`config.mk`:
```
export PLATFORM = sky130hd
export DESIGN_NAME = i2c_reg_sequencer
export DESIGN_NICKNAME = d
export VERILOG_FILES = /design/src/rtl/i2c_reg_sequencer.sv
export SDC_FILE = /design/constraint.sdc
export NUM_CORES = 1
export LEC_CHECK = 0
export BUFFER_PORTS_ARGS = -buffer_cell sky130_fd_sc_hd__buf_2
export CAP_MARGIN = 15
export CELL_PAD_IN_SITES_DETAIL_PLACEMENT = 0
export CELL_PAD_IN_SITES_GLOBAL_PLACEMENT = 1
export CORE_MARGIN = 1
export CORE_UTILIZATION = 43
export CTS_CLUSTER_SIZE = 24
export DETAILED_ROUTE_END_ITERATION = 10
export GPL_TIMING_DRIVEN = 0
export PLACE_DENSITY_LB_ADDON = 0.1
export SLEW_MARGIN = 20
export SYNTH_ARGS = -nofsm -noshare
export SYNTH_HDL_FRONTEND = slang
export SYNTH_SLANG_ARGS = --single-unit
```
`constraint.sdc`:
```
create_clock -name clk_in -period 3.5 [get_ports clk_in]
set_input_delay 0.35 -clock clk_in [delete_from_list [all_inputs] [get_ports clk_in]]
set_output_delay 0.35 -clock clk_in [all_outputs]
set_load 0.05 [all_outputs]
```
`src/rtl/i2c_reg_sequencer.sv`:
```
// i2c_reg_sequencer: turns single register read/write commands into i2c_master byte phases
module i2c_reg_sequencer #(
  parameter int TIMEOUT_CYCLES = 1000000
) (
  input  logic       clk_in,
  input  logic       reset,
  input  logic       cmd_valid,
  output logic       cmd_ready,
  input  logic       cmd_read,
  input  logic [6:0] cmd_dev_addr,
  input  logic [7:0] cmd_reg_addr,
  input  logic [7:0] cmd_wdata,
  output logic       rsp_valid,
  output logic [7:0] rsp_rdata,
  output logic [1:0] rsp_err,
  output logic [7:0] address,
  output logic       transfer_start,
  output logic       transfer_continues,
  output logic [7:0] data_tx,
  input  logic       transfer_ready,
  input  logic       interrupt,
  input  logic       transaction_complete,
  input  logic       nack,
  input  logic       start_err,
  input  logic       arbitration_err,
  input  logic [7:0] data_rx
);
  typedef enum logic [2:0] {IDLE, ADDR_W, REG, WDATA, ADDR_R, RDATA, WAIT_IDLE} state_t;
  localparam int CW = $clog2(TIMEOUT_CYCLES + 1);
  state_t        state;
  logic [CW-1:0] cnt;
  logic          rd;
  logic [6:0]    dev;
  logic [7:0]    reg_a;
  logic [7:0]    wd;
  logic [1:0]    err;
  logic          bus_fault;
  assign cmd_ready = (state == IDLE) && transfer_ready && !reset;
  assign bus_fault = !transaction_complete || start_err || arbitration_err;
  // sequencer: one byte phase per state, interrupt beats timeout, error codes held until WAIT_IDLE reports them
  always_ff @(posedge clk_in) begin
    if (reset) begin
      state              <= IDLE;
      cnt                <= '0;
      rd                 <= 1'b0;
      dev                <= '0;
      reg_a              <= '0;
      wd                 <= '0;
      err                <= '0;
      rsp_valid          <= 1'b0;
      rsp_err            <= '0;
      rsp_rdata          <= '0;
      address            <= '0;
      data_tx            <= '0;
      transfer_start     <= 1'b0;
      transfer_continues <= 1'b0;
    end else begin
      rsp_valid <= 1'b0;
      cnt       <= cnt + 1'b1;
      if (state == IDLE) begin
        cnt <= '0;
        if (cmd_valid && transfer_ready) begin
          rd                 <= cmd_read;
          dev                <= cmd_dev_addr;
          reg_a              <= cmd_reg_addr;
          wd                 <= cmd_wdata;
          err                <= '0;
          address            <= {cmd_dev_addr, 1'b0};
          transfer_start     <= 1'b1;
          transfer_continues <= 1'b1;
          state              <= ADDR_W;
        end
      end else if (state == WAIT_IDLE) begin
        cnt <= '0;
        if (transfer_ready) begin
          rsp_valid <= 1'b1;
          rsp_err   <= err;
          rsp_rdata <= (err != 2'd0) ? 8'h00 : rsp_rdata;
          state     <= IDLE;
        end
      end else if (interrupt) begin
        cnt <= '0;
        if (bus_fault) begin
          err                <= 2'd2;
          transfer_start     <= 1'b0;
          transfer_continues <= 1'b0;
          state              <= WAIT_IDLE;
        end else if (nack && state != RDATA) begin
          err                <= 2'd1;
          transfer_start     <= 1'b0;
          transfer_continues <= 1'b0;
          state              <= WAIT_IDLE;
        end else begin
          case (state)
            ADDR_W: begin
              transfer_start     <= 1'b0;
              transfer_continues <= 1'b1;
              data_tx            <= reg_a;
              state              <= REG;
            end
            REG: begin
              transfer_start     <= rd;
              transfer_continues <= 1'b0;
              address            <= rd ? {dev, 1'b1} : address;
              data_tx            <= rd ? data_tx : wd;
              state              <= rd ? ADDR_R : WDATA;
            end
            ADDR_R: begin
              transfer_start     <= 1'b0;
              transfer_continues <= 1'b0;
              state              <= RDATA;
            end
            WDATA: state <= WAIT_IDLE;
            default: begin
              rsp_rdata <= data_rx;
              state     <= WAIT_IDLE;
            end
          endcase
        end
      end else if (cnt == CW'(TIMEOUT_CYCLES - 1)) begin
        cnt                <= '0;
        err                <= 2'd3;
        transfer_start     <= 1'b0;
        transfer_continues <= 1'b0;
        state              <= WAIT_IDLE;
      end
    end
  end
endmodule

```
# Yosys cells after proc, flatten, opt, wreduce, memory -nomap -nowiden
# Cells that the tools add are included.
word_totals:
  ram_bits: 0
  output_inout_bits: 30
  reg_bits: 78
  mem_bits_ro: 0
  memories: 0
  latchBits: 0
  wordCells: 120
classes:
  n_div: 0
  bitwise_logic: 4
  mul: 0
  magnitude_cmp: 0
  n_eq_ne: 21
  shift: 0
  n_addsub: 1
  mux: 49
  n_reduce_logical: 31
ops:
  columns: ["cell", "count"]
  rows:
  - ["two-way mux 8 bit", 16]
  - ["two-way mux 3 bit", 9]
  - ["AND reduction 7 bit", 3]
  - ["adder 20 x 1 -> 20 bit (second input constant)", 1]
  - ["equality test 20 bit (second input constant)", 1]
  - ["case mux 8 bit (2 select lines)", 1]
  - ["two-way mux 2 bit", 7]
  - ["two-way mux 1 bit", 13]
  - ["!= test 6 x 2 -> 1 bit (second input constant)", 2]
  - ["AND reduction 4 bit", 3]
  - ["nonzero test 2 bit", 6]
  - ["!= test 2 x 1 -> 1 bit (second input constant)", 5]
  - ["!= test 2 bit (second input constant)", 5]
  - ["case mux 3 bit (3 select lines)", 1]
  - ["equality test 3 x 2 -> 1 bit (second input constant)", 2]
  - ["equality test 3 bit (second input constant)", 2]
  - ["!= test 3 bit (second input constant)", 2]
  - ["AND reduction 3 bit", 2]
  - ["OR reduction 5 bit", 1]
  - ["logical AND 1 bit", 4]
  - ["!= test 4 x 1 -> 1 bit (second input constant)", 1]
  - ["NOT 1 bit", 4]
  - ["case mux 1 bit (2 select lines)", 2]
  - ["nonzero test 4 bit", 1]
  - ["other kinds (9)", 12]

# Depth between registers and ports, before layout
depth:
  word_depth: 8
  depth_mapped: 7
  depth_no_buf: 6

# Worst setup path before layout
# Ideal clock, no wire load.
synth_timing:
  kind: "flip-flop to output port"
  startpoint: "register state[0]"
  endpoint: "output port cmd_ready"
  path_stages_with_launch: 5
  slack_ps: 1404
  arrival_time_ps: 1746
  required_ps: 3150
  cell_sequence: "dfxtp_1 > buf_2 > or3_1 > clkbuf_1 > nor2_1"
synth_between:
  elab_chain_cells: 3
synth_rtl:
  columns: ["element", "line", "source"]
  rows:
  - ["start, declared", "30", "state_t state;"]
  - ["start signal, assigned", "106", "state <= rd ? ADDR_R : WDATA;"]
  - ["logical NOT 3 bit", "38", "assign cmd_ready = (state == IDLE) && transfer_ready && !reset;"]
  - ["logical AND 1 bit (2 in a row)", "38", null]
  - ["end, declared", "8", "output logic cmd_ready,"]
# No other way between the ends.

# Worst setup path after layout
layout_timing:
  startpoint: "register state[1]"
  endpoint: "output port cmd_ready"
# The elaborated chain is that of the path after synthesis.

==> metrics.txt <==
clock sink count=78; most common cell in the netlist=dfxtp_1; share of layout cells above drive strength 1=21.0%; yosys warns=0; RSZ-0062 raised after global routing=no; Post-synth top flop=dfxtp_1; total CTS buffers=9; Least-Margin Pin Slew=0.704 ns; final worst path period share=a little over two thirds; vias in the first global route=3020; Placeable Area=between 7000 and 8000 um2; synthesized cell area=3420 um2; EDFF count, synth=0; worst hold path type=input pin to flop; CP Launch Type=flop; hpwl dp=roughly 6.0 mm; async set or reset register ratio after synthesis=0%; placed cell area=between 3000 and 4000 um2; maximum VDD drop=~0.00031 V; Sw Share=about 35%; row count=32; # resized after CTS=0; Total Routed Length=between 8 and 9 mm; total leakage power=1.56 nW; final setup TNS=0 ns; Routed Antenna Nets=0; Root Buffer=clkbuf_8; Yosys cell types=54; pre-CTS worst setup slack=1.29 ns; Starting DRT DRC Count=between 100 and 150; final slew viol count=0; number of fillers in the final layout=roughly 800; final setup fails=0; Max Clock Skew=around 0.014 ns; design area=~4000 um2; Slew HR=53.0%; hold-fix buffers at CTS=0; final global-route overflow total=0; Cells after Synth=411; worst hold slack=about 0.22 ns; I/O Buffers=68; Clock Latency Late Sink=0.36 ns; setup bufs post-CTS=0; Syn Area/Cell=about 8.3 um2; initial core utilization=between 40 and 50%; Synth top area share=a little under half; Post-synth top cells=78 x dfxtp_1, 77 x nand2_1, 55 x nor2_1, 34 x a21oi_1, 18 x clkbuf_1; Switch Pwr=0.891 mW; max_cap viols=0; Yosys reg bits=around 80; fmax=around 410 MHz; Vias/cell=slightly above 5; H-tree depth=3; status=completed; top post-synthesis cells by area=dfxtp_1 46%, nand2_1 8.4%, nor2_1 6.0%; setup ws final=between 1 and 1.5 ns; NumNets Final=around 530; Crit Path Max Fanout=10; Global Route Usage Sum=a little over a fifth; Int Pwr=~1.6 mW; global placement routability congestion=0.810; die area=8320 um2; Fin. Hold Viols=0; Seq/Total Area, Yosys=45.6%; power per cell area=611 nW/um2; I/O pin count=just over 70; syn nets=approximately 450; time the worst path needs with I/O delays and setup=approximately 2.4 ns; TritonRoute pass-1 iters=4; Yosys top cell by area=dfxtp_1; CP required=between 3 and 4 ns; CTS tree=yes; Data arrival, critical path=2.09 ns; first-pass GRT wire length=about 14 mm; DIE WIDTH=around 91 um; Seq pwr share=40.6%; via count=about 3000; initial antenna violation count=0; # DRC=0; largest net degree at the start of global routing=14; critical path class=flop to primary output; clk buf depth=2; # diodes=0; Worst setup EP type=primary output; Worst-path clk slew=0.08 ns; wire per inst=about 14 um; Clk network pwr share=around 30%; die height=91.2 um; Layout area overhead=20.2%; Logic pwr share=28.9%
worst paths after layout:
path	from	cells past startpoint	slack, ns	to
max	state[1]	5	1.06	cmd_ready
min	cmd_reg_addr[4]	3	0.22	reg_a[4]
max reg2reg	state[1]	7	1.39	address[6]
min reg2reg	wd[3]	2	0.46	wd[3]
layer usage:
metal,share of wire [%],global-route usage [%],wire (um)
met1,50,29.3,4210
met2,45,34.8,3770
met3,4.0,4.44,341
met4,1.3,7.14,111
met5,0,0,0
layout make-up:
class | count | area (um2) | share of cell area, %
Clock inverter | 5 | 82.6 | 2.01
Inverter | 6 | 22.5 | 0.547
Multi-Input combinational cell | 301 | 1720 | 41.7
Timing Repair Buffer | 68 | 340 | 8.27
Sequential cell | 78 | 1560 | 38.0
Tap cell | 102 | 128 | 3.10
Clock buffer | 11 | 141 | 3.44
Buffer | 26 | 123 | 2.98
power groups by stage:
stage	clock [mW]	sequential [mW]	combinational (mW)
finish	0.768	1.02	0.726
global route	0.818	1.03	0.804
CTS	0.782	1.02	0.727
detailed placement	0	1.04	0.725
global placement	0	1.04	0.721
floorplan	0	1.13	0.438
per-stage QoR:
step	utilization (%)	power [mW]	std cells
after global routing	53.2	2.66	597
final	53.2	2.52	597
after CTS	53.2	2.53	597
after global placement	50.3	1.76	581
after detailed placement	50.3	1.77	581
after floorplan	-	1.57	411
cell families after synthesis:
group | share of synthesized area, %
buffers and inverters | 4.24
AND/OR/NAND/NOR | 25.4
multiplexers | 3.22
AO/OA/AOI/OAI | 16.6
flip-flops | 45.6
XOR/XNOR | 4.61
adder cells (fa/ha/maj) | 0.366
sequential cells by signal, indices dropped and copies added (netlist names):
register            flops
transfer_start          1
dev                     7
address                 8
state                   3
transfer_continues      1
rd                      1
wd                      8
cnt                    20
rsp_err                 2
rsp_valid               1
reg_a                   8
data_tx                 8
err                     2
rsp_rdata               8
cell usage in the layout, fill, tap and decap left out, types with 7 or more instances in the layout:
cell / Yosys / final
dfxtp_1: 78 / 78
nand2_1: 77 / 77
buf_2: 5 / 73
nor2_1: 55 / 55
a21oi_1: 34 / 34
clkbuf_1: 18 / 19
nand3_1: 11 / 11
mux2i_1: 11 / 11
xor2_1: 10 / 10
clkbuf_8: 0 / 10
a211oi_1: 9 / 9
xnor2_1: 8 / 8
nor3_1: 8 / 8
a311oi_1: 7 / 7
critical path, cell delays in order (launching register included):
cell,delay (ns)
dfxtp_1,0.39
clkbuf_1,0.34
or3_1,0.20
clkbuf_1,0.47
nor2_1,0.10
buf_2,0.23
No activity file was read; power rests on OpenSTA's default activity.
